[src/rtl/lpddr2_mr_access_seq_if.sv]
// lpddr2_mr_access_seq_if: host request/response, arbiter handshake and decoder command bus
// of the LPDDR2 mode-register access sequencer.
interface lpddr2_mr_access_seq_if #(
    parameter int CFG_MEM_IF_CHIP = 1
);
    logic                       ctl_cal_success;
    logic                       cmd_req_valid;
    logic                       cmd_req_ready;
    logic                       cmd_req_read;
    logic [CFG_MEM_IF_CHIP-1:0] cmd_req_chip;
    logic [7:0]                 cmd_req_ma;
    logic [7:0]                 cmd_req_op;
    logic                       cmd_rsp_valid;
    logic [7:0]                 cmd_rsp_data;
    logic                       cmd_rsp_err;
    logic                       bus_req;
    logic                       bus_gnt;
    logic                       do_lmr;
    logic                       do_lmr_read;
    logic [CFG_MEM_IF_CHIP-1:0] to_chip;
    logic [7:0]                 to_lmr;
    logic [7:0]                 lmr_opcode;
    logic                       mrr_rdata_valid;
    logic [7:0]                 mrr_rdata;

    modport slave (
        input  ctl_cal_success, cmd_req_valid, cmd_req_read, cmd_req_chip, cmd_req_ma, cmd_req_op,
               bus_gnt, mrr_rdata_valid, mrr_rdata,
        output cmd_req_ready, cmd_rsp_valid, cmd_rsp_data, cmd_rsp_err, bus_req, do_lmr,
               do_lmr_read, to_chip, to_lmr, lmr_opcode
    );

    modport master (
        output ctl_cal_success, cmd_req_valid, cmd_req_read, cmd_req_chip, cmd_req_ma, cmd_req_op,
               bus_gnt, mrr_rdata_valid, mrr_rdata,
        input  cmd_req_ready, cmd_rsp_valid, cmd_rsp_data, cmd_rsp_err, bus_req, do_lmr,
               do_lmr_read, to_chip, to_lmr, lmr_opcode
    );
endinterface

[src/rtl/lpddr2_mr_access_seq.sv]
// lpddr2_mr_access_seq: sequences LPDDR2 MRW/MRR commands with tMRW/tMRR spacing and MRR capture.
// Optional MRR data timeout enabled by defining LPDDR2_MRR_TIMEOUT_EN.
module lpddr2_mr_access_seq #(
    parameter int CFG_MEM_IF_CHIP = 1,
    parameter int CFG_TMRW        = 5,
    parameter int CFG_TMRR        = 2,
    parameter int CFG_MRR_TIMEOUT = 63
) (
    input  logic                         ctl_clk,
    input  logic                         ctl_reset_n,
    lpddr2_mr_access_seq_if.slave        io_mr
);
    localparam logic [2:0] S_IDLE  = 3'd0;
    localparam logic [2:0] S_CHECK = 3'd1;
    localparam logic [2:0] S_REQ   = 3'd2;
    localparam logic [2:0] S_ISSUE = 3'd3;
    localparam logic [2:0] S_WAIT  = 3'd4;
    localparam logic [2:0] S_RESP  = 3'd5;

    if (CFG_TMRW < 1 || CFG_TMRW > 255 || CFG_TMRR < 1 || CFG_TMRR > 255 ||
        CFG_MRR_TIMEOUT < 1 || CFG_MRR_TIMEOUT > 255) begin : g_bad_cfg
        $error("lpddr2_mr_access_seq: timing parameter outside 1..255");
    end

    logic [2:0]                 r_state;
    logic                       r_read;
    logic [CFG_MEM_IF_CHIP-1:0] r_chip;
    logic [7:0]                 r_ma;
    logic [7:0]                 r_op;
    logic [7:0]                 r_cnt;
    logic                       r_cap;
    logic [7:0]                 r_data;
    logic                       r_ready;
    logic                       r_rsp_valid;
    logic [7:0]                 r_rsp_data;
    logic                       r_rsp_err;
    logic                       r_bus_req;
    logic                       r_do_lmr;
    logic                       r_do_lmr_read;
    logic [CFG_MEM_IF_CHIP-1:0] r_to_chip;
    logic [7:0]                 r_to_lmr;
    logic [7:0]                 r_lmr_opcode;

    logic [2:0] w_next;
    logic       w_err;
    logic       w_tout;
    logic       w_drv;
    logic       w_have;
    logic [7:0] w_rsp_data;

    // Data strobe in the exit cycle counts as captured so the response follows it directly.
    assign w_have     = r_cap || io_mr.mrr_rdata_valid;
    assign w_drv      = (w_next == S_ISSUE) || (w_next == S_WAIT);
    assign w_rsp_data = (r_state == S_WAIT && r_read && !w_err) ?
                        (r_cap ? r_data : io_mr.mrr_rdata) : 8'h00;

`ifdef LPDDR2_MRR_TIMEOUT_EN
    logic [7:0] r_tcnt;
    always_ff @(posedge ctl_clk or negedge ctl_reset_n)
        if (!ctl_reset_n) r_tcnt <= 8'd0;
        else if (r_state == S_REQ) r_tcnt <= 8'(CFG_MRR_TIMEOUT - 1);
        else if (r_tcnt != 8'd0) r_tcnt <= r_tcnt - 8'd1;
    assign w_tout = r_read && !w_have && (r_tcnt == 8'd0);
`else
    assign w_tout = 1'b0;
`endif

    always_comb begin
        w_next = r_state;
        w_err  = 1'b0;
        case (r_state)
            S_IDLE:  w_next = (io_mr.cmd_req_valid && r_ready) ? S_CHECK : S_IDLE;
            S_CHECK: begin
                w_err  = !(|r_chip) || (r_read && !$onehot(r_chip));
                w_next = w_err ? S_RESP : S_REQ;
            end
            S_REQ: begin
                w_err  = !io_mr.ctl_cal_success;
                w_next = w_err ? S_RESP : (io_mr.bus_gnt ? S_ISSUE : S_REQ);
            end
            S_ISSUE: w_next = S_WAIT;
            S_WAIT: begin
                w_err  = w_tout;
                w_next = (w_tout || (r_cnt == 8'd0 && (!r_read || w_have))) ? S_RESP : S_WAIT;
            end
            default: w_next = S_IDLE;
        endcase
    end

    always_ff @(posedge ctl_clk or negedge ctl_reset_n) begin
        if (!ctl_reset_n) begin
            r_state <= S_IDLE;
            r_read  <= 1'b0;
            r_chip  <= '0;
            r_ma    <= 8'h00;
            r_op    <= 8'h00;
            r_cnt   <= 8'd0;
            r_cap   <= 1'b0;
            r_data  <= 8'h00;
        end else begin
            r_state <= w_next;
            if (r_state == S_IDLE && w_next == S_CHECK) begin
                r_read <= io_mr.cmd_req_read;
                r_chip <= io_mr.cmd_req_chip;
                r_ma   <= io_mr.cmd_req_ma;
                r_op   <= io_mr.cmd_req_op;
                r_cap  <= 1'b0;
            end else if ((r_state == S_ISSUE || r_state == S_WAIT) && io_mr.mrr_rdata_valid && !r_cap) begin
                r_cap  <= 1'b1;
                r_data <= io_mr.mrr_rdata;
            end
            // Loaded while in REQ so ISSUE already holds tMRx-1; saturates at zero afterwards.
            if (r_state == S_REQ)
                r_cnt <= r_read ? 8'(CFG_TMRR - 1) : 8'(CFG_TMRW - 1);
            else if (r_cnt != 8'd0)
                r_cnt <= r_cnt - 8'd1;
        end
    end

    // Outputs are registered from the next state so they line up with the state they describe.
    always_ff @(posedge ctl_clk or negedge ctl_reset_n) begin
        if (!ctl_reset_n) begin
            r_ready       <= 1'b0;
            r_rsp_valid   <= 1'b0;
            r_rsp_data    <= 8'h00;
            r_rsp_err     <= 1'b0;
            r_bus_req     <= 1'b0;
            r_do_lmr      <= 1'b0;
            r_do_lmr_read <= 1'b0;
            r_to_chip     <= '0;
            r_to_lmr      <= 8'h00;
            r_lmr_opcode  <= 8'h00;
        end else begin
            r_ready       <= (w_next == S_IDLE) && io_mr.ctl_cal_success;
            r_rsp_valid   <= w_next == S_RESP;
            r_rsp_data    <= (w_next == S_RESP) ? w_rsp_data : 8'h00;
            r_rsp_err     <= w_err;
            r_bus_req     <= (w_next == S_REQ) || w_drv;
            r_do_lmr      <= (w_next == S_ISSUE) && !r_read;
            r_do_lmr_read <= (w_next == S_ISSUE) && r_read;
            r_to_chip     <= w_drv ? r_chip : '0;
            r_to_lmr      <= w_drv ? r_ma : 8'h00;
            r_lmr_opcode  <= (w_drv && !r_read) ? r_op : 8'h00;
        end
    end

    assign io_mr.cmd_req_ready = r_ready;
    assign io_mr.cmd_rsp_valid = r_rsp_valid;
    assign io_mr.cmd_rsp_data  = r_rsp_data;
    assign io_mr.cmd_rsp_err   = r_rsp_err;
    assign io_mr.bus_req       = r_bus_req;
    assign io_mr.do_lmr        = r_do_lmr;
    assign io_mr.do_lmr_read   = r_do_lmr_read;
    assign io_mr.to_chip       = r_to_chip;
    assign io_mr.to_lmr        = r_to_lmr;
    assign io_mr.lmr_opcode    = r_lmr_opcode;
endmodule

[src/flat_wrapper.sv]
// flat-port wrapper written by rule: the top's interface ports become plain ports
module lpddr2_mr_access_seq_flat 
#(
    parameter int CFG_MEM_IF_CHIP = 1,
    parameter int CFG_TMRW        = 5,
    parameter int CFG_TMRR        = 2,
    parameter int CFG_MRR_TIMEOUT = 63
)
  (ctl_clk, ctl_reset_n, io_mr_ctl_cal_success, io_mr_cmd_req_valid, io_mr_cmd_req_read, io_mr_cmd_req_chip, io_mr_cmd_req_ma, io_mr_cmd_req_op, io_mr_bus_gnt, io_mr_mrr_rdata_valid, io_mr_mrr_rdata, io_mr_cmd_req_ready, io_mr_cmd_rsp_valid, io_mr_cmd_rsp_data, io_mr_cmd_rsp_err, io_mr_bus_req, io_mr_do_lmr, io_mr_do_lmr_read, io_mr_to_chip, io_mr_to_lmr, io_mr_lmr_opcode);
  lpddr2_mr_access_seq_if #(.CFG_MEM_IF_CHIP(CFG_MEM_IF_CHIP)) io_mr_i ();
  input  logic ctl_clk;
  input  logic ctl_reset_n;
  input wire logic [$bits(io_mr_i.ctl_cal_success)-1:0] io_mr_ctl_cal_success;
  input wire logic [$bits(io_mr_i.cmd_req_valid)-1:0] io_mr_cmd_req_valid;
  input wire logic [$bits(io_mr_i.cmd_req_read)-1:0] io_mr_cmd_req_read;
  input wire logic [$bits(io_mr_i.cmd_req_chip)-1:0] io_mr_cmd_req_chip;
  input wire logic [$bits(io_mr_i.cmd_req_ma)-1:0] io_mr_cmd_req_ma;
  input wire logic [$bits(io_mr_i.cmd_req_op)-1:0] io_mr_cmd_req_op;
  input wire logic [$bits(io_mr_i.bus_gnt)-1:0] io_mr_bus_gnt;
  input wire logic [$bits(io_mr_i.mrr_rdata_valid)-1:0] io_mr_mrr_rdata_valid;
  input wire logic [$bits(io_mr_i.mrr_rdata)-1:0] io_mr_mrr_rdata;
  output wire logic [$bits(io_mr_i.cmd_req_ready)-1:0] io_mr_cmd_req_ready;
  output wire logic [$bits(io_mr_i.cmd_rsp_valid)-1:0] io_mr_cmd_rsp_valid;
  output wire logic [$bits(io_mr_i.cmd_rsp_data)-1:0] io_mr_cmd_rsp_data;
  output wire logic [$bits(io_mr_i.cmd_rsp_err)-1:0] io_mr_cmd_rsp_err;
  output wire logic [$bits(io_mr_i.bus_req)-1:0] io_mr_bus_req;
  output wire logic [$bits(io_mr_i.do_lmr)-1:0] io_mr_do_lmr;
  output wire logic [$bits(io_mr_i.do_lmr_read)-1:0] io_mr_do_lmr_read;
  output wire logic [$bits(io_mr_i.to_chip)-1:0] io_mr_to_chip;
  output wire logic [$bits(io_mr_i.to_lmr)-1:0] io_mr_to_lmr;
  output wire logic [$bits(io_mr_i.lmr_opcode)-1:0] io_mr_lmr_opcode;
  assign io_mr_i.ctl_cal_success = io_mr_ctl_cal_success;
  assign io_mr_i.cmd_req_valid = io_mr_cmd_req_valid;
  assign io_mr_i.cmd_req_read = io_mr_cmd_req_read;
  assign io_mr_i.cmd_req_chip = io_mr_cmd_req_chip;
  assign io_mr_i.cmd_req_ma = io_mr_cmd_req_ma;
  assign io_mr_i.cmd_req_op = io_mr_cmd_req_op;
  assign io_mr_i.bus_gnt = io_mr_bus_gnt;
  assign io_mr_i.mrr_rdata_valid = io_mr_mrr_rdata_valid;
  assign io_mr_i.mrr_rdata = io_mr_mrr_rdata;
  assign io_mr_cmd_req_ready = io_mr_i.cmd_req_ready;
  assign io_mr_cmd_rsp_valid = io_mr_i.cmd_rsp_valid;
  assign io_mr_cmd_rsp_data = io_mr_i.cmd_rsp_data;
  assign io_mr_cmd_rsp_err = io_mr_i.cmd_rsp_err;
  assign io_mr_bus_req = io_mr_i.bus_req;
  assign io_mr_do_lmr = io_mr_i.do_lmr;
  assign io_mr_do_lmr_read = io_mr_i.do_lmr_read;
  assign io_mr_to_chip = io_mr_i.to_chip;
  assign io_mr_to_lmr = io_mr_i.to_lmr;
  assign io_mr_lmr_opcode = io_mr_i.lmr_opcode;
  lpddr2_mr_access_seq #(.CFG_MEM_IF_CHIP(CFG_MEM_IF_CHIP), .CFG_TMRW(CFG_TMRW), .CFG_TMRR(CFG_TMRR), .CFG_MRR_TIMEOUT(CFG_MRR_TIMEOUT)) u_core (.ctl_clk(ctl_clk), .ctl_reset_n(ctl_reset_n), .io_mr(io_mr_i));
endmodule
[config.mk]
export PLATFORM = sky130hd
export DESIGN_NAME = lpddr2_mr_access_seq_flat
export DESIGN_NICKNAME = d
export VERILOG_FILES = /design/src/rtl/lpddr2_mr_access_seq_if.sv /design/src/rtl/lpddr2_mr_access_seq.sv /design/src/flat_wrapper.sv
export SDC_FILE = /design/constraint.sdc
export NUM_CORES = 1
export LEC_CHECK = 0
export BUFFER_PORTS_ARGS = -buffer_cell sky130_fd_sc_hd__buf_2
export CORE_UTILIZATION = 53
export DETAILED_ROUTE_END_ITERATION = 6
export GPL_ROUTABILITY_DRIVEN = 0
export HOLD_SLACK_MARGIN = 0.15
export PLACE_DENSITY = 0.8
export SLEW_MARGIN = 20
export SYNTH_ARGS = -nofsm -noshare
export SYNTH_HDL_FRONTEND = slang
export SYNTH_SLANG_ARGS = --single-unit
[constraint.sdc]
create_clock -name ctl_clk -period 2.5 [get_ports ctl_clk]
set_input_delay 0.125 -clock ctl_clk [delete_from_list [all_inputs] [get_ports ctl_clk]]
set_output_delay 0.125 -clock ctl_clk [all_outputs]
set_load 0.005 [all_outputs]
==> results of run 1 <==
[cell usage after synthesis, drive strengths merged]
library cell  instances  area share [%]
and2b                 2            0.54
o21ai                 4            0.71
nor3b                10             4.1
mux2                 27              11
and2                  1            0.22
or3b                  4             1.2
a211o                 1            0.31
nand3                 2            0.36
and3                  1            0.22
inv                   4            0.54
clkbuf                2            0.27
xor2                  2            0.63
a21oi                 7             1.4
nand2b                1            0.22
a211oi                3            0.80
nor2                 20             2.8
nor2b                 8             1.8
mux2i                 9             3.3
nor3                  3            0.71
buf                   7             1.9
nand4                 1            0.22
nand3b                3            0.80
ha                    2            0.89
a21boi                1            0.27
nand2                 6            0.80
or3                   4            0.89
o21bai                1            0.27
dfrtp                69              62
xnor2                 3            0.94
and4b                 1            0.36
[path summary, 6_finish.rpt]
kind | endpoint | slack, ps | cells past startpoint
worst max-delay path | u_core.io_mr.to_lmr[0] | 300 | 8
worst max register to register | u_core.io_mr.to_lmr[0] | 300 | 8
worst min-delay path | u_core.r_ma[2] | 330 | 3
max in group asynchronous | u_core.r_cnt[6] | 1520 | 3
min in group asynchronous | u_core.r_op[2] | 340 | 2
worst min register to register | u_core.io_mr.to_lmr[0] | 480 | 1
[worst reg2reg max path, cell delays in order (launching register included)]
cell	delay, ps
sky130_fd_sc_hd__dfrtp_1	380
sky130_fd_sc_hd__inv_1	110
sky130_fd_sc_hd__ha_1	170
sky130_fd_sc_hd__or3b_1	370
sky130_fd_sc_hd__nor3_2	250
sky130_fd_sc_hd__a211o_1	220
sky130_fd_sc_hd__mux2i_2	240
sky130_fd_sc_hd__buf_4	180
sky130_fd_sc_hd__and2b_1	180
[through the flow]
step | setup slack [ps] | cells
2_1_floorplan | 295 | 209
3_3_place_gp | 355 | 341
3_5_place_dp | 224 | 341
4_1_cts | 193 | 386
5_1_grt | 117 | 387
6_report | 301 | 387
[final cells by class]
| type | instances | area share (%) |
|---|---|---|
| tap | 70 | 2.36 |
| sequential | 69 | 46.4 |
| inverter | 4 | 0.404 |
| clock buffer | 11 | 3.80 |
| clock inverter | 5 | 1.62 |
| timing repair buffer | 101 | 18.5 |
| multi-input combinational | 127 | 26.9 |
[what timing repair did]
| action | 4_1_cts | 5_1_grt |
|---|---|---|
| hold buffers | 29 | 0 |
| endpoints found under the hold margin | 63 | 0 |
| setup endpoints to repair | 0 | 2 |
| buffers inserted | 0 | 1 |
[power by group through the flow]
stage	sequential, mW	combinational (mW)	clock [mW]
after global placement	1.75	1.33	0
final	1.76	1.40	0.905
after global routing	1.81	1.55	0.965
after CTS	1.76	1.41	0.921
after detailed placement	1.78	1.37	0
after floorplan	1.73	1.00	0
[routing by layer]
layer / global-route usage, % / vias to the layer above / routed length, um
met5: 0 / - / 0
met4: 11.7 / 0 / 99
met3: 7.50 / 10 / 308
met2: 32.7 / 48 / 2700
met1: 26.3 / 967 / 2310
li1: - / 922 / -
[sequential cells by signal (all words and copies together), names as in the netlist]
signal / count
u_core.io_mr.bus_req: 1
u_core.io_mr.cmd_req_ready: 1
u_core.io_mr.cmd_rsp_data: 8
u_core.io_mr.cmd_rsp_err: 1
u_core.io_mr.cmd_rsp_valid: 1
u_core.io_mr.do_lmr: 1
u_core.io_mr.do_lmr_read: 1
u_core.io_mr.lmr_opcode: 8
u_core.io_mr.to_chip: 1
u_core.io_mr.to_lmr: 8
u_core.r_cap: 1
u_core.r_chip: 1
u_core.r_cnt: 8
u_core.r_data: 8
u_core.r_ma: 8
u_core.r_op: 8
u_core.r_read: 1
u_core.r_state: 3
[cells in the final DEF, fill, tap and decap left out, types with 3 or more instances in the layout]
cell	synthesis	layout
sky130_fd_sc_hd__dfrtp_1	69	69
sky130_fd_sc_hd__buf_2	4	62
sky130_fd_sc_hd__dlygate4sd3_1	0	29
sky130_fd_sc_hd__mux2_2	27	27
sky130_fd_sc_hd__nor2_1	19	19
sky130_fd_sc_hd__clkbuf_8	0	10
sky130_fd_sc_hd__buf_4	0	9
sky130_fd_sc_hd__nor2b_1	8	8
sky130_fd_sc_hd__mux2i_1	8	8
sky130_fd_sc_hd__nor3b_2	8	8
sky130_fd_sc_hd__a21oi_1	6	6
sky130_fd_sc_hd__nand2_1	6	6
sky130_fd_sc_hd__or3b_1	4	4
sky130_fd_sc_hd__or3_1	4	4
sky130_fd_sc_hd__o21ai_0	4	4
sky130_fd_sc_hd__inv_1	4	4
sky130_fd_sc_hd__nand3b_1	3	3
sky130_fd_sc_hd__a211oi_1	3	3
sky130_fd_sc_hd__xnor2_1	3	3
[cell families (layout without fill, tap and decap cells)]
family / count (synthesis) / count (layout) / synth area share, %
compound gates: 17 / 17 / 3.75
fa+ha+maj: 2 / 2 / 0.893
buf+inv: 13 / 121 / 2.72
simple gates: 67 / 67 / 15.3
flops: 69 / 69 / 61.6
xor+xnor: 5 / 5 / 1.56
mux: 36 / 36 / 14.2
==> impl_metrics.sql, run 1 <==
INSERT INTO impl_metrics (metric_group, metric, value, unit) VALUES
('floorplan', 'pin_count', '63', ''),
('clocking', 'cts_buffers', '9', ''),
('power_and_ir_drop', 'power', '4.07', 'mW'),
('logic_synthesis', 'postSynthAreaPerCell', '13.4', 'um2'),
('sta', 'worst_hold_margin', '327', 'ps'),
('place', 'port_buffers', '62', ''),
('clocking', 'cts-root-buf', 'sky130_fd_sc_hd__clkbuf_8', ''),
('cells_and_area', 'fillerInstances', '346', ''),
('floorplan', 'die_width', '74.7', 'um'),
('setup_path', 'crit_path_dat', '2430', 'ps'),
('cells_and_area', 'area_growth', '32.7', '%'),
('job', 'max_cap_viol_count', '0', ''),
('logic_synthesis', 'number_of_instances_in_the_synthesized_netlist', '209', ''),
('worst_hold_path', 'worstHoldPathType', 'in2reg', ''),
('power_and_ir_drop', 'clkPwrFrac', '22.3', '%'),
('detailed_routing', 'route.antenna.remaining_nets', '0', ''),
('power_and_ir_drop', 'sw_frac_of_total', '32.0', '%'),
('setup_path', 'timing.critical_path.from', 'u_core.r_cnt[0]', ''),
('grt', 'antenna_found_initial', '0', ''),
('sta', 'finalHoldViolCount', '0', ''),
('clocking', 'tritoncts', 'yes', ''),
('logic_synthesis', 'syn-cell-area', '2800', 'um2'),
('sta', 'timing.fmax', '455', 'MHz'),
('setup_path', 'worst_setup_path_type', 'reg2reg', ''),
('logic_synthesis', 'yosysUniqueCellTypes', '36', ''),
('clocking', 'cts_num_sinks', '69', ''),
('floorplan', 'initial_core_utilization', '54.9', '%'),
('place', 'detailed_place_hpwl', '3.48', 'mm'),
('sta', 'slew_headroom', '59.1', '%'),
('sta', 'setup-tns-final', '0', 'ps'),
('logic_synthesis', 'synth_seq_cells', '69', ''),
('sta', 'setup_viol', '0', ''),
('setup_path', 'worst-endpoint-required', '2740', 'ps'),
('floorplan', 'placeableCoreArea', '5110', 'um2'),
('setup_path', 'worst_setup_path_start_kind', 'flop', ''),
('setup_path', 'critical_path.n_buffers_inverters', '2', ''),
('place', 'place_area', '3220', 'um2'),
('power_and_ir_drop', 'cellInternalPower', '2.77', 'mW'),
('cells_and_area', 'post-route-cell-area', '3720', 'um2'),
('sta', 'rsz0062_at_grt', 'no', ''),
('clocking', 'clk-insertion-delay-late', '350', 'ps'),
('power_and_ir_drop', 'power.switching', '1.30', 'mW'),
('setup_path', 'timing.rr.start', 'u_core.r_cnt[0]', ''),
('setup_path', 'worst_path_largest_cell_delay', '380', 'ps'),
('floorplan', 'core.rowCount', '26', ''),
('worst_hold_path', 'worst_hold_startpoint', 'io_mr_cmd_req_valid', ''),
('sta', 'finalWorstPathRequiredPeriod', '2200', 'ps'),
('grt', 'grt_max_degree', '44', ''),
('clocking', 'maximum_level_of_the_cts_h_tree', '3', ''),
('cells_and_area', 'register_area', '1730', 'um2'),
('power_and_ir_drop', 'leakage', '1.82', 'nW'),
('cells_and_area', 'final_layout_size_suffix_gt1_share', '39.7', '%'),
('sta', 'skew', '9.65', 'ps'),
('power_and_ir_drop', 'comb_power_share', '34.5', '%'),
('setup_path', 'worstPathMaxFanout', '7', ''),
('floorplan', 'die_height', '74.7', 'um'),
('power_and_ir_drop', 'ir_worst_vdd', '682', 'uV'),
('sta', 'maxSlewViolCount', '0', ''),
('logic_synthesis', 'synth.yosys.seq_area_share', '61.6', '%'),
('outcome', 'run_status', 'complete, no violations', ''),
('cells_and_area', 'n_antenna_cell', '0', ''),
('detailed_routing', 'via_count', '1947', ''),
('clocking', 'path_clk_slew', '70', 'ps'),
('grt', 'grt-ovfl-total', '0', ''),
('clocking', 'post_cts_resize_count', '0', ''),
('cells_and_area', 'layout.nets', '346', ''),
('grt', 'grt_pass1_vias', '1886', ''),
('setup_path', 'timing.critical_path.slowest_stage_cell', 'sky130_fd_sc_hd__dfrtp_1', ''),
('detailed_routing', 'detailedRoute.firstPassIterationCount', '4', ''),
('detailed_routing', 'routed_via_density', '5.03', ''),
('detailed_routing', 'routed_wirelength', '5.42', 'mm');
Note: power is estimated with default switching activity, not from simulation.
==> run 2, diff against run 1 <==
--- a/config.mk
+++ b/config.mk
@@ -6,11 +6,13 @@
 export NUM_CORES = 1
 export LEC_CHECK = 0
 export BUFFER_PORTS_ARGS = -buffer_cell sky130_fd_sc_hd__buf_2
-export CORE_UTILIZATION = 53
+export CELL_PAD_IN_SITES_DETAIL_PLACEMENT = 2
+export CELL_PAD_IN_SITES_GLOBAL_PLACEMENT = 2
+export CORE_UTILIZATION = 36
 export DETAILED_ROUTE_END_ITERATION = 6
 export GPL_ROUTABILITY_DRIVEN = 0
 export HOLD_SLACK_MARGIN = 0.15
-export PLACE_DENSITY = 0.8
+export PLACE_DENSITY = 0.81
 export SLEW_MARGIN = 20
 export SYNTH_ARGS = -nofsm -noshare
 export SYNTH_HDL_FRONTEND = slang
==> impl_metrics.sql, run 2 (synthesis results as in run 1) <==
INSERT INTO impl_metrics (metric_group, metric, value, unit) VALUES
('grt', 'grt_pass1_vias', '2353', ''),
('floorplan', 'core.rowCount', '31', ''),
('setup_path', 'worst_setup_path_type', 'reg2reg', ''),
('clocking', 'maximum_level_of_the_cts_h_tree', '3', ''),
('clocking', 'cts_buffers', '9', ''),
('clocking', 'cts_num_sinks', '69', ''),
('power_and_ir_drop', 'ir_worst_vdd', '439', 'uV'),
('grt', 'grt_util_all_layers', '19.9', '%'),
('setup_path', 'r2r_slack', '160', 'ps'),
('detailed_routing', 'via_count', '1995', ''),
('cells_and_area', 'leading_cell_type_in_the_layout_fill_and_taps_excluded', 'sky130_fd_sc_hd__dfrtp_1', ''),
('cells_and_area', 'multi_input_comb_area', '1010', 'um2'),
('grt', 'globalRouteMet2Util', '37.7', '%'),
('detailed_routing', 'routed_via_density', '4.82', ''),
('sta', 'rsz0062_at_grt', 'no', ''),
('cells_and_area', 'register_area', '1730', 'um2'),
('setup_path', 'crit_path_dat', '2570', 'ps'),
('sta', 'period_share', '93.5', '%'),
('sta', 'timing.fmax', '428', 'MHz'),
('grt', 'antenna_found_initial', '0', ''),
('detailed_routing', 'route.antenna.remaining_nets', '0', ''),
('grt', 'met3_usage', '7.02', '%'),
('floorplan', 'die_width', '90.2', 'um'),
('sta', 'skew', '11.3', 'ps'),
('clocking', 'cts.path.max_buffers', '2', ''),
('sta', 'setup_viol', '0', ''),
('detailed_routing', 'detailedRoute.firstPassIterationCount', '4', ''),
('sta', 'worst_pin_slew', '672', 'ps'),
('grt', 'globalRoute.busiestLayer', 'met2', ''),
('place', 'port_buffers', '62', ''),
('cells_and_area', 'final_layout_size_suffix_gt1_share', '39.0', '%'),
('floorplan', 'die_area', '8140', 'um2'),
('floorplan', 'die_height', '90.2', 'um'),
('sta', 'finalWorstPathRequiredPeriod', '2340', 'ps'),
('clocking', 'path_clk_slew', '70', 'ps'),
('sta', 'finalHoldViolCount', '0', ''),
('setup_path', 'worst_setup_path_start_kind', 'flop', ''),
('floorplan', 'pin_count', '63', ''),
('setup_path', 'worstPathMaxFanout', '7', ''),
('place', 'detailed_place_hpwl', '4.74', 'mm'),
('clocking', 'cts-root-buf', 'sky130_fd_sc_hd__clkbuf_8', ''),
('power_and_ir_drop', 'leakage', '1.81', 'nW'),
('grt', 'grt_max_degree', '45', ''),
('detailed_routing', 'drtIter0Drc', '43', ''),
('outcome', 'run_status', 'complete, no violations', ''),
('clocking', 'cts_setup_buffers', '0', ''),
('detailed_routing', 'avgRoutedWirePerCell', '17.9', 'um'),
('cells_and_area', 'n_antenna_cell', '0', ''),
('clocking', 'clk-insertion-delay-late', '350', 'ps'),
('grt', 'grt_pass1_wl', '12.1', 'mm'),
('sta', 'slew_headroom', '55.2', '%'),
('detailed_routing', 'routed_wirelength', '7.43', 'mm'),
('job', 'max_cap_viol_count', '0', ''),
('cells_and_area', 'layout.nets', '345', ''),
('setup_path', 'worst-endpoint-required', '2730', 'ps'),
('sta', 'setup-tns-final', '0', 'ps'),
('cells_and_area', 'fillerInstances', '743', ''),
('place', 'numPlacedInstances', '370', ''),
('grt', 'grtUsageMet1', '20.6', '%'),
('floorplan', 'initial_core_utilization', '38.0', '%'),
('clocking', 'tritoncts', 'yes', ''),
('setup_path', 'worst_setup_path_end_kind', 'flop', ''),
('cells_and_area', 'area_growth', '33.1', '%'),
('detailed_routing', 'drcViolationCount', '0', ''),
('grt', 'grt-ovfl-total', '0', ''),
('power_and_ir_drop', 'power.density', '1100', 'nW/um2'),
('sta', 'maxSlewViolCount', '0', ''),
('cells_and_area', 'post_layout_instance_count_excluding_filler_cells', '414', ''),
('cells_and_area', 'post-route-cell-area', '3730', 'um2'),
('worst_hold_path', 'worstHoldPathType', 'in2async', ''),
('place', 'place_area', '3260', 'um2'),
('cells_and_area', 'commonest_cells_after_routing_fill_and_taps_aside', 'sky130_fd_sc_hd__dfrtp_1, sky130_fd_sc_hd__buf_2, sky130_fd_sc_hd__dlygate4sd3_1', ''),
('floorplan', 'placeableCoreArea', '7370', 'um2');
==> run 2: worst max-delay path, cell delays in order, from the launching register on <==
cell	delay, ps
sky130_fd_sc_hd__dfrtp_1	380
sky130_fd_sc_hd__inv_1	120
sky130_fd_sc_hd__ha_1	170
sky130_fd_sc_hd__or3b_1	410
sky130_fd_sc_hd__nor3_4	250
sky130_fd_sc_hd__a211o_1	260
sky130_fd_sc_hd__mux2i_2	260
sky130_fd_sc_hd__buf_4	190
sky130_fd_sc_hd__and2b_1	190
==> run 2: what timing repair did <==
item | in CTS | in global routing
hold endpoints to repair | 62 | 0
resized for setup | 0 | 1
setup endpoints to repair | 0 | 2
hold buffers | 29 | 0
==> run 2: area by class of cell <==
type,instances,area share [%]
flip-flops and latches,69,46.3
multi-input cells,127,27.0
inverters,4,0.403
repair buffers,100,18.2
clock buffers,14,4.63
well taps,99,3.32
clock inverters,1,0.134
==> run 2: final timing paths <==
| path | startpoint | to | cells past startpoint |
|---|---|---|---|
| setup / recovery | u_core.r_cnt[0] | u_core.io_mr.to_lmr[2] | 8 |
| hold / removal | ctl_reset_n | u_core.io_mr.cmd_rsp_err | 2 |
| setup reg to reg | u_core.r_cnt[0] | u_core.io_mr.to_lmr[2] | 8 |
| hold reg to reg | u_core.r_ma[7] | u_core.r_ma[7] | 1 |
| max in group asynchronous | ctl_reset_n | u_core.r_data[7] | 3 |
| min in group ctl_clk | io_mr_bus_gnt | u_core.r_state[0] | 4 |
==> run 2: stage by stage <==
step / util, % / power (mW) / hold slack (ps) / setup WS (ps)
after floorplan: - / 2.73 / -171 / 295
after global placement: 44.2 / 3.11 / 187 / 258
after detailed placement: 44.2 / 3.23 / 196 / 112
after CTS: 50.5 / 4.11 / 372 / 87.4
after global routing: 50.6 / 4.36 / 399 / 36.1
final: 50.6 / 4.09 / 357 / 162
==> run 2: power breakdown <==
part / internal [mW] / leakage (nW) / total, mW / switching [mW]
Clock: 0.436 / 0.0926 / 0.838 / 0.403
Sequential: 1.54 / 0.883 / 1.81 / 0.271
Combinational: 0.733 / 0.836 / 1.45 / 0.712
==> run 2: layer usage <==
metal / part of all wire [%] / routed length [um] / up-vias
li1: - / - / 920
met1: 37 / 2770 / 1012
met2: 56 / 4150 / 53
met3: 5.6 / 417 / 10
met4: 1.1 / 84 / 0
met5: 0 / 0 / -
==> run 3, diff against run 2 <==
--- a/config.mk
+++ b/config.mk
@@ -8,6 +8,7 @@
 export BUFFER_PORTS_ARGS = -buffer_cell sky130_fd_sc_hd__buf_2
 export CELL_PAD_IN_SITES_DETAIL_PLACEMENT = 2
 export CELL_PAD_IN_SITES_GLOBAL_PLACEMENT = 2
+export CORE_MARGIN = 1.5
 export CORE_UTILIZATION = 36
 export DETAILED_ROUTE_END_ITERATION = 6
 export GPL_ROUTABILITY_DRIVEN = 0
==> constraint.sdc (replaced) <==
create_clock -name ctl_clk -period 2.5 [get_ports ctl_clk]
set_input_delay 0.125 -clock ctl_clk [delete_from_list [all_inputs] [get_ports ctl_clk]]
set_output_delay 0.125 -clock ctl_clk [all_outputs]
set_load 0.05 [all_outputs]
==> impl_metrics.sql, run 3 (synthesis results as in run 1) <==
INSERT INTO impl_metrics (metric_group, metric, value, unit) VALUES
('setup_path', 'r2r_slack', '140', 'ps'),
('clocking', 'tritoncts', 'yes', ''),
('floorplan', 'die_width', '91.2', 'um'),
('setup_path', 'timing.rr.start', 'u_core.r_cnt[0]', ''),
('power_and_ir_drop', 'leakage', '1.82', 'nW'),
('detailed_routing', 'route.antenna.remaining_nets', '0', ''),
('grt', 'grt_pass1_vias', '2320', ''),
('outcome', 'run_status', 'complete, no violations', ''),
('clocking', 'cts.path.max_buffers', '2', ''),
('sta', 'finalWorstPathRequiredPeriod', '2360', 'ps'),
('setup_path', 'crit_path_dat', '2600', 'ps'),
('sta', 'finalHoldViolCount', '0', ''),
('clocking', 'cts_buffers', '9', ''),
('power_and_ir_drop', 'power.density', '1210', 'nW/um2'),
('detailed_routing', 'avgRoutedWirePerCell', '18.5', 'um'),
('floorplan', 'core.rowCount', '31', ''),
('detailed_routing', 'detailedRoute.firstPassIterationCount', '4', ''),
('floorplan', 'placeableCoreArea', '7410', 'um2'),
('setup_path', 'timing.critical_path.slowest_stage_cell', 'sky130_fd_sc_hd__or3b_1', ''),
('cells_and_area', 'leading_cell_type_in_the_layout_fill_and_taps_excluded', 'sky130_fd_sc_hd__dfrtp_1', ''),
('clocking', 'path_clk_slew', '80', 'ps'),
('cells_and_area', 'area_growth', '33.1', '%'),
('detailed_routing', 'drtIter0Drc', '33', ''),
('setup_path', 'worst-endpoint-required', '2730', 'ps'),
('sta', 'setup_viol', '0', ''),
('setup_path', 'worst_setup_path_start_kind', 'flop', ''),
('cells_and_area', 'layout.nets', '348', ''),
('grt', 'grt_max_degree', '34', ''),
('cells_and_area', 'fillerInstances', '733', ''),
('clocking', 'cts-root-buf', 'sky130_fd_sc_hd__clkbuf_8', ''),
('detailed_routing', 'routed_wirelength', '7.73', 'mm'),
('setup_path', 'worst_setup_path_end_kind', 'flop', ''),
('setup_path', 'reg2reg_depth', '8', ''),
('place', 'detailed_place_hpwl', '4.65', 'mm'),
('cells_and_area', 'post-route-cell-area', '3730', 'um2'),
('detailed_routing', 'via_count', '2025', ''),
('place', 'place_area', '3260', 'um2'),
('power_and_ir_drop', 'ir_worst_vdd', '529', 'uV'),
('cells_and_area', 'final_layout_size_suffix_gt1_share', '39.8', '%'),
('floorplan', 'die_height', '91.2', 'um'),
('worst_hold_path', 'worstHoldPathType', 'in2async', ''),
('sta', 'worst_pin_slew', '736', 'ps'),
('sta', 'slew_headroom', '50.9', '%'),
('sta', 'timing.fmax', '423', 'MHz'),
('detailed_routing', 'drcViolationCount', '0', ''),
('job', 'max_cap_viol_count', '0', ''),
('clocking', 'clk-insertion-delay-late', '340', 'ps'),
('clocking', 'cts_num_sinks', '69', ''),
('setup_path', 'worst_path_largest_cell_delay', '410', 'ps'),
('cells_and_area', 'n_antenna_cell', '0', ''),
('floorplan', 'pin_count', '63', ''),
('sta', 'period_share', '94.6', '%'),
('grt', 'grt_pass1_wl', '12.2', 'mm'),
('grt', 'grt-ovfl-total', '0', ''),
('sta', 'worst_hold_margin', '388', 'ps'),
('grt', 'grt_util_all_layers', '20.0', '%'),
('grt', 'antenna_found_initial', '0', ''),
('setup_path', 'worstPathMaxFanout', '7', ''),
('setup_path', 'worst_r2r_endpoint', 'u_core.io_mr.to_lmr[0]', ''),
('place', 'port_buffers', '62', ''),
('sta', 'skew', '12.3', 'ps'),
('sta', 'maxSlewViolCount', '0', ''),
('cells_and_area', 'commonest_cells_after_routing_fill_and_taps_aside', 'sky130_fd_sc_hd__dfrtp_1, sky130_fd_sc_hd__buf_2, sky130_fd_sc_hd__dlygate4sd3_1', ''),
('floorplan', 'die_area', '8320', 'um2'),
('clocking', 'maximum_level_of_the_cts_h_tree', '3', ''),
('setup_path', 'crit_path_cell_trace', 'inv_1, ha_1, or3b_1, nor3_4, a211o_1, mux2i_2, buf_4, and2b_1', ''),
('floorplan', 'initial_core_utilization', '37.8', '%'),
('detailed_routing', 'routed_via_density', '4.84', ''),
('sta', 'rsz0062_at_grt', 'no', ''),
('sta', 'setup-tns-final', '0', 'ps'),
('setup_path', 'worst_setup_path_type', 'reg2reg', ''),
('setup_path', 'timing.critical_path.from', 'u_core.r_cnt[0]', '');
[run 3: changes by cell type in the layout (fill, tap and decap cells not counted), sizes merged]
| cell | previous run | this run |
|---|---|---|
| buf | 71 | 74 |
| clkbuf | 14 | 12 |
| clkinv | 1 | 4 |
[run 3: per-layer routing]
metal  part of all wire, %  global-route usage (%)  wire length [um]
met2                    55                    36.4              4260
met5                     0                       0                 0
met3                   3.8                    5.03               297
met1                    39                    22.8              3030
met4                   1.8                    6.38               139
[run 3: critical path, delay by kind of cell, from the launching register on]
kind	cells	cell delay (ps)
AND/OR/NAND/NOR	3	830
multiplexers	1	270
buffers and inverters	2	320
AO/OA/AOI/OAI	1	240
adder cells (fa/ha/maj)	1	180
flip-flops	1	400
[run 3: per-stage QoR]
stage	setup slack, ps	power, mW	instances	util [%]
after detailed placement	128	3.64	372	44.0
after CTS	61.3	4.50	417	50.2
final	136	4.51	418	50.4
after floorplan	295	3.14	209	-
after global placement	286	3.54	372	44.0
after global routing	17.6	4.79	418	50.4
[run 3: layout make-up]
type	count	area (um2)	share of cell area (%)
tap	99	124	3.32
clock buffer	12	145	3.89
clock inverter	4	23.8	0.637
sequential	69	1730	46.3
inverter	4	15.0	0.402
multi-input combinational	127	1010	27.0
timing repair buffer	103	691	18.5
[run 3: worst max-delay path by stage]
stage | to | slack (ps) | cells past startpoint
finish | u_core.io_mr.to_lmr[0] | 140 | 8
floorplan | u_core.io_mr.lmr_opcode[0] | 300 | 9
global route | u_core.io_mr.to_lmr[2] | 20 | 8
global placement | u_core.io_mr.to_lmr[0] | 290 | 8
CTS | u_core.io_mr.to_lmr[0] | 60 | 8
detailed placement | u_core.io_mr.to_lmr[0] | 130 | 8
[run 3: timing repair]
item / in CTS / in global routing
endpoints found under the hold margin: 67 / 0
gates resized for setup: 0 / 1
setup buffers: 0 / 1
endpoints found under the setup margin: 0 / 12
hold buffers: 29 / 0
[run 3: power breakdown]
group	switching (mW)	internal [mW]	leakage, nW
Clock	0.416	0.385	0.0901
Sequential	0.264	1.54	0.883
Combinational	1.16	0.748	0.846
Total	1.84	2.67	1.82
